### config.mk
export PLATFORM = sky130hd
export DESIGN_NAME = moore_run_tracker
export DESIGN_NICKNAME = d
export VERILOG_FILES = /design/src/rtl/moore_pkg.sv /design/src/rtl/run_decode.sv /design/src/rtl/moore_run_tracker.sv
export SDC_FILE = /design/constraint.sdc
export NUM_CORES = 1
export LEC_CHECK = 0
export CORE_AREA = 2 2 55 70
export DETAILED_ROUTE_END_ITERATION = 12
export DIE_AREA = 0 0 57 72
export GPL_ROUTABILITY_DRIVEN = 0
export GPL_TIMING_DRIVEN = 0
export MAX_ROUTING_LAYER = met4
export PLACE_DENSITY = 0.75
export SLEW_MARGIN = 15
export SYNTH_ARGS = -nofsm -noshare
export SYNTH_HDL_FRONTEND = slang
export SYNTH_SLANG_ARGS = --single-unit
### constraint.sdc
create_clock -name clk -period 3.8 [get_ports clk]
set_input_delay 0.57 -clock clk [delete_from_list [all_inputs] [get_ports clk]]
set_output_delay 0.57 -clock clk [all_outputs]
set_load 0.01 [all_outputs]
### src/rtl/moore_pkg.sv
// ---------------------------------------------------------------------------
// moore_pkg
// Shared types for the run tracker: the FSM state encoding and the motion
// direction encoding that appears on the tracker's dir output.
// ---------------------------------------------------------------------------
package moore_pkg;

    typedef enum logic [1:0] {
        IDLE  = 2'b00,
        TRACK = 2'b01,
        ERROR = 2'b10
    } state_t;

    // 2'b11 is never produced.
    typedef enum logic [1:0] {
        DIR_HOLD = 2'b00,
        DIR_FWD  = 2'b01,
        DIR_REV  = 2'b10
    } dir_t;

endpackage

### src/rtl/run_decode.sv
// ---------------------------------------------------------------------------
// run_decode
// Combinational classifier for one sensor sample.
//   ip     : sensor vector, bit N-1 is position 0
//   valid  : exactly one contiguous run of ones, length in [RUN_MIN, RUN_MAX]
//   absent : all-zero vector
//   pos    : position of the run's leftmost one (meaningful when valid)
//   len    : number of ones in ip
// ---------------------------------------------------------------------------
module run_decode #(
    parameter int N       = 6,
    parameter int RUN_MIN = 2,
    parameter int RUN_MAX = 3
) (
    input  logic [N-1:0]           ip,
    output logic                   valid,
    output logic                   absent,
    output logic [$clog2(N)-1:0]   pos,
    output logic [$clog2(N+1)-1:0] len
);

    localparam int POS_W = $clog2(N);
    localparam int WID_W = $clog2(N+1);

    logic [N-1:0]     lsb_s;
    logic [N-1:0]     sum_s;
    logic             contig_s;
    logic [POS_W-1:0] pos_s;
    logic [WID_W-1:0] len_s;

    // Adding the lowest set bit ripples a carry through the lowest run of
    // ones and clears it; any one left behind means a second run exists.
    assign lsb_s    = ip & (~ip + {{(N-1){1'b0}}, 1'b1});
    assign sum_s    = ip + lsb_s;
    assign contig_s = ((sum_s & ip) == {N{1'b0}});

    // Popcount and leftmost-one position; ascending scan so the highest set
    // bit (smallest position) is the last write.
    always_comb begin
        pos_s = {POS_W{1'b0}};
        len_s = {WID_W{1'b0}};
        for (int i = 0; i < N; i++) begin
            len_s = len_s + WID_W'(ip[i]);
            if (ip[i]) begin
                pos_s = POS_W'(N - 1 - i);
            end else begin
                pos_s = pos_s;
            end
        end
    end

    assign absent = (ip == {N{1'b0}});
    assign valid  = contig_s && (len_s >= WID_W'(RUN_MIN)) && (len_s <= WID_W'(RUN_MAX));
    assign pos    = pos_s;
    assign len    = len_s;

endmodule

### src/rtl/moore_run_tracker.sv
// ---------------------------------------------------------------------------
// moore_run_tracker
// Moore FSM that follows a single run of ones moving across an N-bit sensor
// strip. Every output comes straight from a flop.
//   clk, rst : rising-edge clock, synchronous active-high reset
//   en       : sample strobe, ip is only looked at when high
//   clr      : leaves ERROR, zeroes steps and the bad-sample count
//   ip       : sensor vector, bit N-1 is position 0
//   out      : held position of the run's leftmost one
//   width    : held run length
//   dir      : 00 hold, 01 forward, 10 reverse
//   trk, err : state flags for TRACK and ERROR
//   steps    : saturating count of legal position changes
// ---------------------------------------------------------------------------
module moore_run_tracker
    import moore_pkg::*;
#(
    parameter int N         = 6,
    parameter int RUN_MIN   = 2,
    parameter int RUN_MAX   = 3,
    parameter int ERR_LIMIT = 2,
    parameter int CNT_W     = 8
) (
    input  logic                   clk,
    input  logic                   rst,
    input  logic                   en,
    input  logic                   clr,
    input  logic [N-1:0]           ip,
    output logic [$clog2(N)-1:0]   out,
    output logic [$clog2(N+1)-1:0] width,
    output logic [1:0]             dir,
    output logic                   trk,
    output logic                   err,
    output logic [CNT_W-1:0]       steps
);

    localparam int POS_W = $clog2(N);
    localparam int WID_W = $clog2(N+1);
    localparam int BAD_W = $clog2(ERR_LIMIT + 1);

    state_t           state_q, state_d;
    logic [POS_W-1:0] out_q,   out_d;
    logic [WID_W-1:0] width_q, width_d;
    dir_t             dir_q,   dir_d;
    logic [CNT_W-1:0] steps_q, steps_d;
    logic [BAD_W-1:0] bad_q,   bad_d;
    logic             trk_q,   trk_d;
    logic             err_q,   err_d;

    logic             dec_valid_s;
    logic             dec_absent_s;
    logic [POS_W-1:0] dec_pos_s;
    logic [WID_W-1:0] dec_len_s;

    logic             same_s;
    logic             fwd_s;
    logic             rev_s;
    logic             legal_s;
    logic [BAD_W:0]   bad_inc_s;
    logic             bad_hit_s;

    run_decode #(
        .N       (N),
        .RUN_MIN (RUN_MIN),
        .RUN_MAX (RUN_MAX)
    ) u_decode (
        .ip     (ip),
        .valid  (dec_valid_s),
        .absent (dec_absent_s),
        .pos    (dec_pos_s),
        .len    (dec_len_s)
    );

    // One extra bit so out_q+1 at the last position cannot wrap to 0.
    assign same_s    = (dec_pos_s == out_q);
    assign fwd_s     = ({1'b0, dec_pos_s} == ({1'b0, out_q} + {{POS_W{1'b0}}, 1'b1}));
    assign rev_s     = ({1'b0, out_q} == ({1'b0, dec_pos_s} + {{POS_W{1'b0}}, 1'b1}));
    assign legal_s   = dec_valid_s && (same_s || fwd_s || rev_s);
    assign bad_inc_s = {1'b0, bad_q} + {{BAD_W{1'b0}}, 1'b1};
    assign bad_hit_s = (bad_inc_s >= (BAD_W+1)'(ERR_LIMIT));

    // Next-state, hold-register, counter and flag computation.
    always_comb begin
        state_d = state_q;
        out_d   = out_q;
        width_d = width_q;
        dir_d   = dir_q;
        steps_d = steps_q;
        bad_d   = bad_q;

        if (clr) begin
            // clr outranks a coincident sample, which is dropped.
            state_d = IDLE;
            steps_d = {CNT_W{1'b0}};
            bad_d   = {BAD_W{1'b0}};
            dir_d   = DIR_HOLD;
        end else if (en) begin
            case (state_q)
                IDLE: begin
                    if (dec_valid_s) begin
                        state_d = TRACK;
                        out_d   = dec_pos_s;
                        width_d = dec_len_s;
                        dir_d   = DIR_HOLD;
                        bad_d   = {BAD_W{1'b0}};
                    end else if (dec_absent_s) begin
                        bad_d   = {BAD_W{1'b0}};
                    end else begin
                        bad_d = bad_inc_s[BAD_W-1:0];
                        if (bad_hit_s) begin
                            state_d = ERROR;
                            dir_d   = DIR_HOLD;
                        end else begin
                            state_d = IDLE;
                        end
                    end
                end
                TRACK: begin
                    if (legal_s) begin
                        out_d   = dec_pos_s;
                        width_d = dec_len_s;
                        bad_d   = {BAD_W{1'b0}};
                        if (fwd_s) begin
                            dir_d = DIR_FWD;
                        end else if (rev_s) begin
                            dir_d = DIR_REV;
                        end else begin
                            dir_d = DIR_HOLD;
                        end
                        if (!same_s && (steps_q != {CNT_W{1'b1}})) begin
                            steps_d = steps_q + {{(CNT_W-1){1'b0}}, 1'b1};
                        end else begin
                            steps_d = steps_q;
                        end
                    end else if (dec_absent_s) begin
                        state_d = IDLE;
                        dir_d   = DIR_HOLD;
                        bad_d   = {BAD_W{1'b0}};
                    end else begin
                        // Malformed pattern or a jump of more than one position.
                        bad_d = bad_inc_s[BAD_W-1:0];
                        if (bad_hit_s) begin
                            state_d = ERROR;
                            dir_d   = DIR_HOLD;
                        end else begin
                            state_d = TRACK;
                        end
                    end
                end
                ERROR: begin
                    state_d = ERROR;
                end
                default: begin
                    state_d = IDLE;
                    dir_d   = DIR_HOLD;
                end
            endcase
        end else begin
            state_d = state_q;
        end

        trk_d = (state_d == TRACK);
        err_d = (state_d == ERROR);
    end

    // State and output registers with synchronous reset.
    always_ff @(posedge clk) begin
        if (rst) begin
            state_q <= IDLE;
            out_q   <= {POS_W{1'b0}};
            width_q <= {WID_W{1'b0}};
            dir_q   <= DIR_HOLD;
            steps_q <= {CNT_W{1'b0}};
            bad_q   <= {BAD_W{1'b0}};
            trk_q   <= 1'b0;
            err_q   <= 1'b0;
        end else begin
            state_q <= state_d;
            out_q   <= out_d;
            width_q <= width_d;
            dir_q   <= dir_d;
            steps_q <= steps_d;
            bad_q   <= bad_d;
            trk_q   <= trk_d;
            err_q   <= err_d;
        end
    end

    assign out   = out_q;
    assign width = width_q;
    assign dir   = dir_q;
    assign trk   = trk_q;
    assign err   = err_q;
    assign steps = steps_q;

endmodule

Yosys cells after proc, flatten, opt, wreduce, memory -nomap -nowiden
Cells that the tools add are included.
{"block": "word_totals", "ff_bits": 22, "elab_cells": 87, "in_bits": 10, "out_inout_bits": 18}
{"block": "op_classes", "n_addsub": 11, "muxes": 33, "n_bitwise": 5, "n_reduce_logical": 16, "order_cmp": 3, "eq_ne": 11}
{"cell": "two-way mux 2 bit", "n": 18}
{"cell": "two-way mux 3 bit", "n": 10}
{"cell": "adder 3 x 1 -> 3 bit", "n": 4}
{"cell": "bitwise AND 6 bit", "n": 2}
{"cell": "zero test 6 bit", "n": 2}
{"cell": "case mux 2 bit (3 select lines)", "n": 2}
{"cell": "case mux 3 bit (2 select lines)", "n": 2}
{"cell": "adder 3 x 1 -> 4 bit (second input constant)", "n": 2}
{"cell": "adder 8 x 1 -> 8 bit (second input constant)", "n": 1}
{"cell": "equality test 3 x 4 -> 1 bit", "n": 2}
{"cell": "inequality test 8 bit (second input constant)", "n": 1}
{"cell": "adder 6 x 1 -> 6 bit (second input constant)", "n": 1}
{"cell": "adder 6 bit", "n": 1}
{"cell": ">= comparator 3 x 2 -> 1 bit (second input constant)", "n": 2}
{"cell": "inverter 6 bit", "n": 1}
{"cell": "AND reduction 5 bit", "n": 1}
{"cell": "equality test 2 x 1 -> 1 bit (second input constant)", "n": 2}
{"cell": "equality test 2 bit (second input constant)", "n": 2}
{"cell": "logical AND 1 bit", "n": 4}
{"cell": "inequality test 2 bit (second input constant)", "n": 2}
{"cell": "case mux 2 bit (2 select lines)", "n": 1}
{"cell": "AND reduction 4 bit", "n": 1}
{"cell": "adder 2 x 1 -> 3 bit (second input constant)", "n": 1}
{"cell": "equality test 3 bit", "n": 1}
{"cell": "other kinds (11)", "n": 13}

Logic depth before layout (Yosys ltp)
{"block": "depth", "depth_word": 15, "mapped_depth": 15, "mapped_depth_nobuf": 13}

Modules after synthesis
A second synthesis with hierarchy kept.
{"block": "unflattened", "hier_cells": 198, "area_unflattened_um2": 1709.1}
{"mod": "moore_run_tracker", "area_per_inst_um2": 1358.8, "cells_per_inst": 152, "instances": 1, "seq_area_each_um2": 440.4}
{"mod": "run_decode", "area_per_inst_um2": 350.3, "cells_per_inst": 46, "instances": 1, "seq_area_each_um2": 0.0}

Least setup slack after synthesis
Ideal clock, no wire load.
{"block": "synth_timing", "path_type": "input port to flip-flop", "start": "input port ip[0]", "end": "register steps_q[4], in the netlist steps[4]", "path_buffers": 2, "arrival_ps": 3619, "required_ps": 3730, "slack_ps": 110, "stages": 15, "setup_ps": 70, "path_cell_list": "inv_1 -> ha_1 -> inv_1 -> fa_1 -> inv_1 -> fa_1 -> fa_1 -> nand3b_1 -> a211oi_1 -> and2_1 -> buf_2 -> o211ai_2 -> buf_2 -> or3_1 -> a21oi_1"}
{"block": "synth_between", "word_cells_on_any_way": 31, "classes_between": "add/sub: 8; order compare: 2; eq/ne: 3; mux: 6; bitwise: 3; reduce/logical: 9"}
{"item": "from (decl)", "line_no": "moore_run_tracker.sv:28", "text": "input logic [N-1:0] ip,"}
{"item": "adder 1 x 1 -> 2 bit (*)", "line_no": "run_decode.sv:43", "text": "len_s = len_s + WID_W'(ip[i]);"}
{"item": "adder 3 x 1 -> 3 bit (*) (4 in a row)", "line_no": "run_decode.sv:43"}
{"item": "net dec_len_s[1]", "line_no": "moore_run_tracker.sv:53", "text": "logic [WID_W-1:0] dec_len_s;"}
{"item": ">= comparator 3 x 2 -> 1 bit", "line_no": "run_decode.sv:53", "text": "assign valid = contig_s && (len_s >= WID_W'(RUN_MIN)) && (len_s <= WID_W'(RUN_MAX));"}
{"item": "logical AND 1 bit", "line_no": "run_decode.sv:53"}
{"item": "logical AND 1 bit (*)", "line_no": "run_decode.sv:53"}
{"item": "logical AND 1 bit (*)", "line_no": "moore_run_tracker.sv:78", "text": "assign legal_s = dec_valid_s && (same_s || fwd_s || rev_s);"}
{"item": "AND reduction 4 bit (no line) (*)"}
{"item": "to (signal assigned)", "line_no": "moore_run_tracker.sv:173", "text": "steps_q <= {CNT_W{1'b0}};"}
{"item": "to (signal assigned)", "line_no": "moore_run_tracker.sv:182", "text": "steps_q <= steps_d;"}
{"item": "to (decl)", "line_no": "moore_run_tracker.sv:45", "text": "logic [CNT_W-1:0] steps_q, steps_d;"}
Mark *: on every way through the listed nets, which the timed path passes. The rest lies on a longest branch.
A chain may end at the register's enable or synchronous reset.

Worst setup path after layout
{"block": "layout_timing", "start": "input port ip[0]", "end": "register steps_q[7], in the netlist steps[7]"}
Same word-level chain as after synthesis.

==> flow_metrics.env <==
export IMPL_cellPowerDensity_nw_per_um2=290
export IMPL_cts_tree="done"
export IMPL_core_sq_um=3420
export IMPL_cp_start_kind="input pin"
export IMPL_path_cells="buf_2, inv_1, ha_1, inv_1, fa_1, inv_1, fa_1, fa_1, nand3b_1, a211oi_2, and2_1, buf_4, o211ai_4, or4_1, a21oi_1"
export IMPL_setup_viol=0
export IMPL_period_minus_slack_ns=3.57
export IMPL_grt_pass1_wl_um=5710
export IMPL_worstSkewPairLatency_ns=0.27
export IMPL_die_w_um=57
export IMPL_finalCritPeriodShare_pct=94.0
export IMPL_antennaDiodeCount=0
export IMPL_synthTopCellsByCount="22 x dfxtp_1, 17 x nor2_1, 15 x inv_1"
export IMPL_routed_via_density=5.59
export IMPL_synth_area_sq_um=1550
export IMPL_num_rows=24
export IMPL_timing_hold_violations_final=0
export IMPL_start_util_pct=45.4
export IMPL_maxSlewViolCount=0
export IMPL_fin_setup_tns_ns=0
export IMPL_finalWirelength_um=3230
export IMPL_vias=1374
export IMPL_grt_max_degree=14
export IMPL_crit_path_top_delay_cell="fa_1"
export IMPL_status="complete, no violations"
export IMPL_rsz0062_at_grt="false"
export IMPL_synth_top_area_share_pct=28.4
export IMPL_crit_type="input pin to flip-flop"
export IMPL_n_fill_cell=315
export IMPL_drive_gt1_share_pct=11.1
export IMPL_clk_pin_slew_ns=0.08
export IMPL_yosys_top_cells_area="dfxtp_1 28%, ha_1 7.3%, nor2_1 4.1%, fa_1 3.9%, inv_1 3.6%"
export IMPL_grt_use_total_pct=17.6
export IMPL_dr_first_iter_drc_count=32
export IMPL_crit_buf_inv=5
export IMPL_crit_path_max_incr_delay_ns=0.50
export IMPL_yosysMostFrequentCell="dfxtp_1"
export IMPL_fin_skew_ns=0.000714
export IMPL_clock_path_buffers=2
export IMPL_synth_area_per_cell_sq_um=8.87
export IMPL_clock_root_buffer="clkbuf_8"
export IMPL_r2r_slack_ns=1.64
export IMPL_timing_fmax_ghz=0.280
export IMPL_wl_per_cell_um=13.1
export IMPL_critical_path_arrival_ns=3.78
export IMPL_worst_ir_drop_vdd_v=0.000194
export IMPL_ctsHtreeMaxLevel=1
export IMPL_first_pass_iters=4
export IMPL_max_cap_violations=0
export IMPL_synthDistinctLibCells=52
export IMPL_syn_inst=175
export IMPL_pre_cts_slack_ns=-0.882
export IMPL_seq_area_frac_synth_pct=28.4
export IMPL_antenna_found_initial=0
export IMPL_dieHeight_um=72
export IMPL_synthesis_nets=197
export IMPL_required_ns=4.00
export IMPL_syn_to_final_growth_pct=26.3
export IMPL_final_antenna_net_count=0
export IMPL_timing_final_ws_setup_ns=0.229
export IMPL_utilization_pct=57.3
export IMPL_first_global_vias=1348
export IMPL_power_leakage_nw=0.698
export IMPL_cp_max_fo=6
export IMPL_grt_ovfl_total=0
export IMPL_io_pins=28
export IMPL_async_flop_share_pct=0
export IMPL_io_buffers=27
export IMPL_yosysWarnings=0
export IMPL_slew_headroom_pct=62.5
export IMPL_critPathTopFamily="adder cells"
export IMPL_cp_end_kind="flip-flop"
export IMPL_drc=0
export IMPL_synth_edff_count=0
export IMPL_numClockSinks=22
export IMPL_whs_ns=0.476
export IMPL_hold_path_class="flip-flop to flip-flop"
export IMPL_fin_nets=230
export IMPL_synth_seq_cells=22
export IMPL_cts_made_buffers=3
export IMPL_dp_hpwl_um=2440
export IMPL_ys_flop_type="dfxtp_1"
export IMPL_tightestPinTransition_ns=0.562
export IMPL_die_area_sq_um=4100
export IMPL_synth_area_leader_cell="dfxtp_1"
==> metal layers <==
layer	routed length (um)	GRT usage [%]
met1	1450	21.0
met2	1620	30.1
met3	91	1.60
met4	63	7.49
met5	0	-
==> logic make-up after synthesis <==
group | synth area share (%)
simple gates | 24.9
fa+ha+maj | 11.1
xor+xnor | 5.72
flops | 28.4
compound gates | 21.6
mux | 3.22
buf+inv | 5.08
==> flip-flops by register name, indices dropped and copies added, names as in the netlist <==
signal,cells
bad_q,2
dir,2
err,1
out,3
state_q,2
steps,8
trk,1
width,3
==> power breakdown <==
group | total (W) | switching, W | leakage [nW] | internal [W]
Clock | 0.000224 | 0.0000830 | 0.0357 | 0.000141
Combinational | 0.000109 | 0.0000625 | 0.485 | 0.0000468
Sequential | 0.000235 | 0.00000160 | 0.177 | 0.000233
==> metrics by stage <==
stage | instance area (sq um) | total power [W] | cells
4_1_cts | 1970 | 0.000575 | 246
3_3_place_gp | 1870 | 0.000344 | 241
3_5_place_dp | 1870 | 0.000346 | 241
6_report | 1960 | 0.000568 | 246
5_1_grt | 1960 | 0.000590 | 246
2_1_floorplan | 1550 | 0.000312 | 175
==> worst reg2reg max path: cells and delay by family (launching register included) <==
family | cells | cell delay [ns]
mux | 1 | 0.24
fa+ha+maj | 1 | 0.29
simple gates | 2 | 0.35
xor+xnor | 1 | 0.19
compound gates | 1 | 0.51
flops | 1 | 0.46
==> placed cells by master (no fill, tap or decap), types with 2 or more instances in the layout <==
| master | netlist | layout |
|---|---|---|
| o31a_1 | 2 | 2 |
| nor4_1 | 2 | 2 |
| o31ai_1 | 3 | 3 |
| clkdlybuf4s50_1 | 0 | 23 |
| fa_1 | 3 | 3 |
| nand3_1 | 5 | 5 |
| xnor3_1 | 2 | 2 |
| o22ai_1 | 2 | 2 |
| dlygate4sd2_1 | 0 | 2 |
| a31oi_1 | 2 | 2 |
| buf_2 | 3 | 3 |
| clkbuf_8 | 0 | 3 |
| o21ai_0 | 4 | 4 |
| or3_1 | 3 | 3 |
| nor2_1 | 17 | 17 |
| nand4_1 | 4 | 4 |
| mux2i_1 | 5 | 5 |
| nand2_1 | 10 | 10 |
| and2_1 | 4 | 4 |
| a21oi_1 | 8 | 8 |
| dfxtp_1 | 22 | 22 |
| buf_4 | 0 | 2 |
| inv_1 | 15 | 15 |
| nor2b_1 | 4 | 4 |
| a32oi_1 | 3 | 3 |
| nor4_2 | 2 | 2 |
| xnor2_1 | 4 | 4 |
| or4_1 | 3 | 3 |
| or2_2 | 2 | 2 |
| ha_1 | 9 | 9 |
| nor3_1 | 6 | 6 |
==> final timing paths <==
| path | startpoint | endpoint | cells past startpoint |
|---|---|---|---|
| hold reg to reg | width[2] | width[2] | 1 |
| setup / recovery | ip[0] | steps[7] | 15 |
| setup reg to reg | out[1] | out[2] | 6 |
| hold / removal | width[2] | width[2] | 1 |
==> area by class of cell <==
class | count | area (sq um) | area share, %
multi-input combinational | 133 | 1050 | 53.4
timing repair buffer | 28 | 265 | 13.5
inverter | 15 | 56.3 | 2.87
sequential | 22 | 440 | 22.5
clock buffer | 3 | 41.3 | 2.11
buffer | 5 | 31.3 | 1.60
clock inverter | 1 | 30.0 | 1.53
tap | 39 | 48.8 | 2.49
==> what timing repair did <==
item                       in CTS  in global routing
setup endpoints to repair      22                 10
hold buffers                    0                  0
gates cloned                    0                  0
buffers inserted                1                  0
gates resized for setup        12                  4
pin swaps                       1                  2
Note: power is estimated with default switching activity, not from simulation.
